File: config.mk
export PLATFORM = sky130hd
export DESIGN_NAME = addsub_serial_unit
export DESIGN_NICKNAME = d
export VERILOG_FILES = /design/src/rtl/addsub_pkg.sv /design/src/rtl/chunk_addsub.sv /design/src/rtl/addsub_serial_unit.sv
export SDC_FILE = /design/constraint.sdc
export NUM_CORES = 1
export LEC_CHECK = 0
export ABC_CLOCK_PERIOD_IN_PS = 5550
export BUFFER_PORTS_ARGS = -buffer_cell sky130_fd_sc_hd__buf_2
export CELL_PAD_IN_SITES_DETAIL_PLACEMENT = 0
export CELL_PAD_IN_SITES_GLOBAL_PLACEMENT = 1
export CORE_MARGIN = 2
export CORE_UTILIZATION = 45
export CTS_CLUSTER_SIZE = 25
export DETAILED_ROUTE_END_ITERATION = 10
export GPL_TIMING_DRIVEN = 0
export MAX_ROUTING_LAYER = met4
export PLACE_DENSITY = 0.78
export SLEW_MARGIN = 10
export SYNTH_ARGS = -nofsm -noshare
export SYNTH_HDL_FRONTEND = slang
export SYNTH_SLANG_ARGS = --single-unit
File: constraint.sdc
create_clock -name clk -period 5.55 [get_ports clk]
set_clock_uncertainty 0.1 [all_clocks]
set_input_delay 0.8325 -clock clk [delete_from_list [all_inputs] [get_ports clk]]
set_output_delay 0.8325 -clock clk [all_outputs]
set_load 0.02 [all_outputs]
File: src/rtl/addsub_pkg.sv
// Shared types for the chunk-serial add/subtract unit.
package addsub_pkg;

    typedef enum logic [1:0] {
        ADD = 2'b00,
        SUB = 2'b01,
        ADC = 2'b10,
        SBC = 2'b11
    } op_e;

    typedef enum logic [1:0] {
        IDLE = 2'b00,
        CALC = 2'b01,
        DONE = 2'b10
    } state_e;

    // SUB and SBC invert the second operand.
    function automatic logic op_is_sub(input op_e op);
        return op[0];
    endfunction

    // Carry into chunk 0: fixed for ADD/SUB, previous committed C for ADC/SBC.
    function automatic logic op_cin(input op_e op, input logic flag_c);
        logic c;
        case (op)
            ADD:     c = 1'b0;
            SUB:     c = 1'b1;
            default: c = flag_c;
        endcase
        return c;
    endfunction

endpackage

File: src/rtl/chunk_addsub.sv
// One CHUNK-bit slice of the ripple adder, reused every CALC cycle.
module chunk_addsub #(
    parameter int CHUNK = 4
) (
    input  logic [CHUNK-1:0] a,
    input  logic [CHUNK-1:0] b,
    input  logic             cin,
    output logic [CHUNK-1:0] sum,
    output logic             cout,
    output logic             cmsb
);

    logic [CHUNK:0] total;

    // Plain add with carry; carry into the MSB is recovered from the MSB sum bit.
    always_comb begin
        total = {1'b0, a} + {1'b0, b} + {{CHUNK{1'b0}}, cin};
        sum   = total[CHUNK-1:0];
        cout  = total[CHUNK];
        cmsb  = a[CHUNK-1] ^ b[CHUNK-1] ^ total[CHUNK-1];
    end

endmodule

File: src/rtl/addsub_serial_unit.sv
// Chunk-serial ADD/SUB/ADC/SBC unit: one CHUNK-wide slice per cycle, result
// and NZCV flags committed together when the last chunk completes.
module addsub_serial_unit
    import addsub_pkg::*;
#(
    parameter int WIDTH = 8,
    parameter int CHUNK = 4
) (
    input  logic             clk,
    input  logic             rst,
    input  logic             start,
    input  logic [1:0]       op,
    input  logic [WIDTH-1:0] a,
    input  logic [WIDTH-1:0] b,
    output logic             busy,
    output logic             done,
    output logic [WIDTH-1:0] result,
    output logic             flag_n,
    output logic             flag_z,
    output logic             flag_c,
    output logic             flag_v
);

    localparam int NCH   = WIDTH / CHUNK;
    localparam int IDX_W = (NCH > 1) ? $clog2(NCH) : 1;

    state_e             state, state_next;
    logic               accept;
    logic               last;

    logic [WIDTH-1:0]   a_q, b_q, beff;
    op_e                op_q;
    logic [IDX_W-1:0]   idx_q;
    logic               carry_q;
    logic               zacc_q;
    logic [WIDTH-1:0]   acc_q, full_sum;

    logic [CHUNK-1:0]   a_ch, b_ch, sum_ch;
    logic               cout_ch, cmsb_ch;

    assign last = (state == CALC) && (idx_q == IDX_W'(NCH - 1));

    // State register; reset forces IDLE without waiting for a clock.
    always_ff @(posedge clk or posedge rst) begin
        if (rst) state <= IDLE;
        else     state <= state_next;
    end

    // Next state, start acceptance and status outputs.
    always_comb begin
        state_next = state;
        accept     = 1'b0;
        busy       = (state != IDLE);
        done       = (state == DONE);
        case (state)
            IDLE: if (start) begin
                state_next = CALC;
                accept     = 1'b1;
            end
            CALC: if (last) state_next = DONE;
            DONE: begin
                if (start) begin
                    state_next = CALC;
                    accept     = 1'b1;
                end else begin
                    state_next = IDLE;
                end
            end
            default: state_next = IDLE;
        endcase
    end

    // Select the current chunk of both operands and merge its sum into the partial word.
    always_comb begin
        beff     = op_is_sub(op_q) ? ~b_q : b_q;
        a_ch     = CHUNK'(a_q  >> (idx_q * CHUNK));
        b_ch     = CHUNK'(beff >> (idx_q * CHUNK));
        full_sum = acc_q;
        for (int k = 0; k < NCH; k++) begin
            if (IDX_W'(k) == idx_q) full_sum[k*CHUNK +: CHUNK] = sum_ch;
        end
    end

    chunk_addsub #(.CHUNK(CHUNK)) u_chunk (
        .a    (a_ch),
        .b    (b_ch),
        .cin  (carry_q),
        .sum  (sum_ch),
        .cout (cout_ch),
        .cmsb (cmsb_ch)
    );

    // Operand capture and partial-sum accumulation; these never reach the outputs directly.
    always_ff @(posedge clk) begin
        if (accept) begin
            a_q    <= a;
            b_q    <= b;
            op_q   <= op_e'(op);
            zacc_q <= 1'b1;
        end else if (state == CALC) begin
            acc_q  <= full_sum;
            zacc_q <= zacc_q & ~|sum_ch;
        end
    end

    // Chunk sequencing, inter-chunk carry, and the single commit of result and flags.
    always_ff @(posedge clk or posedge rst) begin
        if (rst) begin
            idx_q   <= '0;
            carry_q <= 1'b0;
            result  <= '0;
            flag_n  <= 1'b0;
            flag_z  <= 1'b0;
            flag_c  <= 1'b0;
            flag_v  <= 1'b0;
        end else if (accept) begin
            idx_q   <= '0;
            carry_q <= op_cin(op_e'(op), flag_c);
        end else if (state == CALC) begin
            carry_q <= cout_ch;
            if (last) begin
                idx_q  <= '0;
                result <= full_sum;
                flag_n <= sum_ch[CHUNK-1];
                flag_z <= zacc_q & ~|sum_ch;
                flag_c <= cout_ch;
                flag_v <= cout_ch ^ cmsb_ch;
            end else begin
                idx_q  <= idx_q + IDX_W'(1);
            end
        end
    end

endmodule

[Yosys cells after proc, flatten, opt, wreduce, memory -nomap -nowiden]
Cells that the tools add are included.
Operators by class
  add/subtract/negate cells: 3
  multiply operators: 0
  divide/modulo/power cells: 0
  $lt $le $gt $ge: 0
  equal/unequal tests: 5
  shift-type cells: 2
  mux-type cells: 15
  bitwise operators: 6
  reduce and logical (&&, ||, !) cells: 11
Operator list (count)
  $shr 8x3->4: 2
  $mux 1: 8
  $mux 4: 2
  $mux 8: 1
  $not 8->8: 1
  $pmux 2 s3: 1
  $add 4x4->5: 1
  $add 5x1->5: 1
  $eq 2x1->1 const B: 2
  $logic_not 2->1: 2
  $mux 2: 2
  $ne 2x2->1 const B: 2
  $reduce_and 2->1: 2
  $reduce_bool 2->1: 2
  $reduce_or 4->1: 1
  $reduce_and 3->1: 1
  $xor 1x1->1: 3
  $eq 2x2->1 const B: 1
  $pmux 1 s2: 1
  $reduce_or 2->1: 1
  $add 1x1->1 const B: 1
  $and 1x1->1: 1
  $logic_and 1x1->1: 1
  $logic_not 1->1: 1
  $not 1->1: 1
Storage, ports and cells
  bits in registers: 42
  latch bits: 0
  bits in writable memories: 0
  ROM bits: 0
  bits of input ports: 21
  output and inout bits: 14
  word-level logic and storage cells: 55
  memories: 0

[Logic depth before layout (Yosys ltp)]
  depth in word-level cells: 8
  gate-level depth with buffers: 10
  gate-level depth less buffers: 9

[Hierarchy]
From an unflattened synthesis, not the netlist that was laid out.
Second synthesis, totals
  cells, all modules: 111
  area, all modules: 1654.1 µm²
By module, submodules not included
  addsub_serial_unit: times used 1, cells an instance 94, area each 1510.2 µm², sequential area each 1051.0 µm²
  chunk_addsub: times used 1, cells an instance 17, area each 143.9 µm², sequential area each 0.0 µm²

[Least setup slack after synthesis]
Ideal clock, no wire load.
  kind: reg2reg
  start: register idx_q
  end: register flag_v
  setup time: 126 ps
  arrival time: 2257 ps
  required time: 5324 ps
  slack: 3067 ps
  cell stages (with the launch flop): 11
  path buffers: 2
  clock period less this slack: 2483 ps
  cell sequence: dfrtp_1 -> buf_2 -> buf_2 -> mux2i_1 -> fa_1 -> inv_1 -> fa_1 -> a21o_2 -> a21oi_1 -> xor2_1 -> o21ai_0
On the way
  longest elaborated chain between the ends: 5
  elaborated cells on any way between the ends: 9
  classes of those cells: 2 x add/sub; 2 x shift; 3 x bitwise; 2 x reduce/logical
RTL lines
  start: declaration: line addsub_serial_unit.sv:33  | logic [IDX_W-1:0] idx_q;
  start signal: assignment: line addsub_serial_unit.sv:129  | idx_q <= idx_q + IDX_W'(1);
  $shr 8x3->4, on equally long branches: line addsub_serial_unit.sv:76, addsub_serial_unit.sv:77
  $add 4x4->5: line chunk_addsub.sv:17  | total = {1'b0, a} + {1'b0, b} + {{CHUNK{1'b0}}, cin};
  $add 5x1->5: line chunk_addsub.sv:17
  $xor 1x1->1: line chunk_addsub.sv:20  | cmsb = a[CHUNK-1] ^ b[CHUNK-1] ^ total[CHUNK-1];
  $xor 1x1->1: line addsub_serial_unit.sv:127  | flag_v <= cout_ch ^ cmsb_ch;
  end signal: assignment: line addsub_serial_unit.sv:127
  end: declaration: line addsub_serial_unit.sv:21  | output logic flag_v
Parallel ways exist; a longest one is shown, timed or not.
A chain may end at the register's enable or synchronous reset.

[Worst setup path in the final report]
Ends and elaborated chain as after synthesis.

==> results.py <==
metrics = {
    "setup_path": {
        "cpPeakStageDelay_ps": 430,
        "cp_cell_sequence": "buf_2, buf_2, mux2i_1, fa_1, inv_1, fa_1, a21o_2, a21oi_1, xor2_1, o21ai_0",
        "criticalPathCategory": "register to register",
        "arrival_ps": 2930,
        "worst_path_max_delay_cell": "fa_1",
        "crit_fanout": 8,
        "start_kind": "register",
        "worstPathRequired_ps": 5690,
        "endpoint_kind": "register",
    },
    "global_route": {
        "grt_pass1_wl_um": 4540,
        "grt_max_degree": 20,
        "antenna_found_initial": 0,
        "grt_usage_pct": 15.4,
        "grt_pass1_vias": 1008,
        "grt_overflow": 0,
    },
    "synthesis": {
        "synth_area_leaders": "edfxtp_1 (39%), dfrtp_1 (25%), mux2_2 (6.9%)",
        "yosys.cell_count.top_type": "edfxtp_1",
        "avgSynthCellArea_um2": 14.2,
        "seq_area_frac_synth_pct": 64.8,
        "synth_edf_count": 21,
        "synth_top_family_by_area": "multiplexers",
        "synth_async_sr_flop_share_pct": 42.1,
        "synth-main-ff-cell": "edfxtp_1",
        "synth_top_cell_by_area": "edfxtp_1",
        "yosys_warnings": 0,
        "syn_nets": 140,
        "synth_simple_gate_area_share_pct": 5.56,
        "synth_mux_area_share_pct": 10.6,
        "synth_xor_area_share_pct": 4.32,
        "yosys-top-cells-count": "edfxtp_1 (21), dfrtp_1 (16), nand2_1 (11)",
        "synth_compound_gate_area_share_pct": 6.94,
        "netlist_instances": 114,
        "ys_seq_elements": 38,
        "synth_fa_ha_area_share_pct": 4.78,
        "synth_cell_types": 29,
        "synth_top_area_share_pct": 38.9,
        "syn_area_mm2": 0.00162,
    },
    "drt": {
        "drt_iter0_markers": 27,
        "drtAntennaViolNets": 0,
        "viasPerCell": 4.86,
        "vias": 982,
        "wl_um": 2560,
        "routedWlPerCell_um": 12.7,
        "route.detailed.drc": 0,
        "drt_first_pass_iters": 4,
    },
    "cells_and_area": {
        "antennaDiodeCount": 0,
        "fin_nets": 181,
        "final_layout_size_suffix_gt1_share_pct": 37.2,
        "area_delta_synth_final_pct": 17.7,
        "final_cells": 202,
    },
    "flow_run": {
        "maxCapViolations": 0,
    },
    "clocking": {
        "numCtsBuffers": 5,
        "cts_tree": "yes",
        "cts_hold_buffers": 0,
        "cts-root-buf": "clkbuf_4",
        "insertion_delay_ps": 340,
        "postCtsSetupRepairBufs": 0,
        "clockBufferDepth": 2,
        "post_cts_resize_count": 0,
        "clkTransAtPathRegs_ps": 110,
        "clock-sinks": 38,
        "htreeDepth": 2,
    },
    "outcome": {
        "status": "finished clean",
    },
    "place": {
        "place_ws_ps": 2720,
        "place.gp.congestion": 0.733,
        "post-place-cells": 194,
        "dp_hpwl_um": 1950,
        "port_buffers": 34,
    },
    "sta": {
        "min_period_ps": 2790,
        "setup_violations": 0,
        "rsz0062_at_grt": "false",
        "setup_ws_ps": 2760,
        "finalHoldViolCount": 0,
        "relSlewSlack_pct": 54.5,
        "worstMarginPinSlew_ps": 682,
        "finalMaxSlewViolations": 0,
        "finalCritPeriodShare_pct": 50.2,
        "fmax_ghz": 0.359,
        "fin_setup_tns_ps": 0,
        "hold_ws_ps": 391,
    },
    "die": {
        "dieArea_mm2": 0.00410,
        "core-area_mm2": 0.00339,
        "die_y_um": 64.0,
        "io_pins": 35,
        "rows": 21,
        "die_w_um": 64.0,
        "start_util_pct": 47.8,
    },
    "pwr": {
        "leakagePower_nw": 0.848,
        "peakVddDrop_v": 0.000231,
        "p_per_area_mw_per_mm2": 627,
    },
    "worst_hold_path": {
        "hold_path_class": "register to register",
    },
}
==> cells by family (layout without fill, tap and decap cells) <==
kind of cell | count (synthesis) | count (layout)
compound gates | 18 | 18
xor+xnor | 8 | 8
fa+ha+maj | 5 | 5
buf+inv | 10 | 52
flops | 38 | 38
mux | 16 | 16
simple gates | 19 | 19
==> sequential cells by signal (all words and copies together), names as in the netlist <==
name	flops
zacc_q	1
carry_q	1
idx_q	1
b_q	8
flag_z	1
flag_v	1
op_q	1
result	8
flag_n	1
acc_q	4
a_q	8
flag_c	1
state	2
==> where the power goes <==
group | leakage (nW) | total (W) | switching (W) | internal [W]
clock network | 0.0353 | 0.000146 | 0.0000850 | 0.0000614
logic | 0.408 | 0.000587 | 0.000337 | 0.000250
registers | 0.404 | 0.000464 | 0.0000420 | 0.000422
total | 0.848 | 0.00120 | 0.000464 | 0.000734
==> layout make-up <==
type	count	area, um2
Buffer	4	25.0
Clock buffer	7	55.1
Clock inverter	1	5.00
Fill cell	306	1480
Inverter	6	22.5
Multi-Input combinational cell	66	523
Sequential cell	38	1050
Tap cell	46	57.6
Timing Repair Buffer	34	170
==> worst paths after layout <==
kind	start	endpoint	slack, ps	cells after the start
min reg2reg	result[6]$_DFFE_PP0P_	result[6]$_DFFE_PP0P_	390	2
max	idx_q$_DFFE_PP0P_	flag_v$_DFFE_PP0P_	2760	10
max in group asynchronous	rst	flag_c$_DFFE_PP0P_	4520	2
max reg2reg	idx_q$_DFFE_PP0P_	flag_v$_DFFE_PP0P_	2760	10
min	result[6]$_DFFE_PP0P_	result[6]$_DFFE_PP0P_	390	2
min in group asynchronous	rst	result[4]$_DFFE_PP0P_	440	2
==> worst max-delay path, delay by kind of cell (launching register included) <==
family | cells | cell delay (ps)
mux | 1 | 270
compound gates | 3 | 610
flops | 1 | 330
buf+inv | 3 | 510
xor+xnor | 1 | 180
fa+ha+maj | 2 | 690
==> per-stage QoR <==
step                util (%)  total power (W)  instance area, um2
floorplan                  -         0.000911                1620
global placement        54.6          0.00105                1850
detailed placement      54.6          0.00107                1850
CTS                     56.3          0.00122                1910
global route            56.3          0.00130                1910
finish                  56.3          0.00120                1910
==> cell usage in the layout (no fill, tap or decap), types with 2 or more instances in the layout <==
cell      netlist  layout
xor2_1          3       3
o21ai_0        10      10
dfrtp_1        16      16
edfxtp_1       21      21
nand2b_1        2       2
ha_1            3       3
mux2_2         10      10
buf_2           2      36
fa_1            2       2
mux2i_1         6       6
inv_1           6       6
clkbuf_1        1       2
a21oi_1         2       2
nand2_1        11      11
clkbuf_4        0       5
xnor2_1         5       5
==> per-layer routing <==
layer  track usage, %  wire length [um]  vias to the layer above
met5                -                 0                        -
li1                 -                 -                      483
met3             5.63               171                        7
met2             25.1              1290                       28
met1             17.0              1040                      464
met4             6.52                51                        0
No activity file was read; power rests on OpenSTA's default activity.
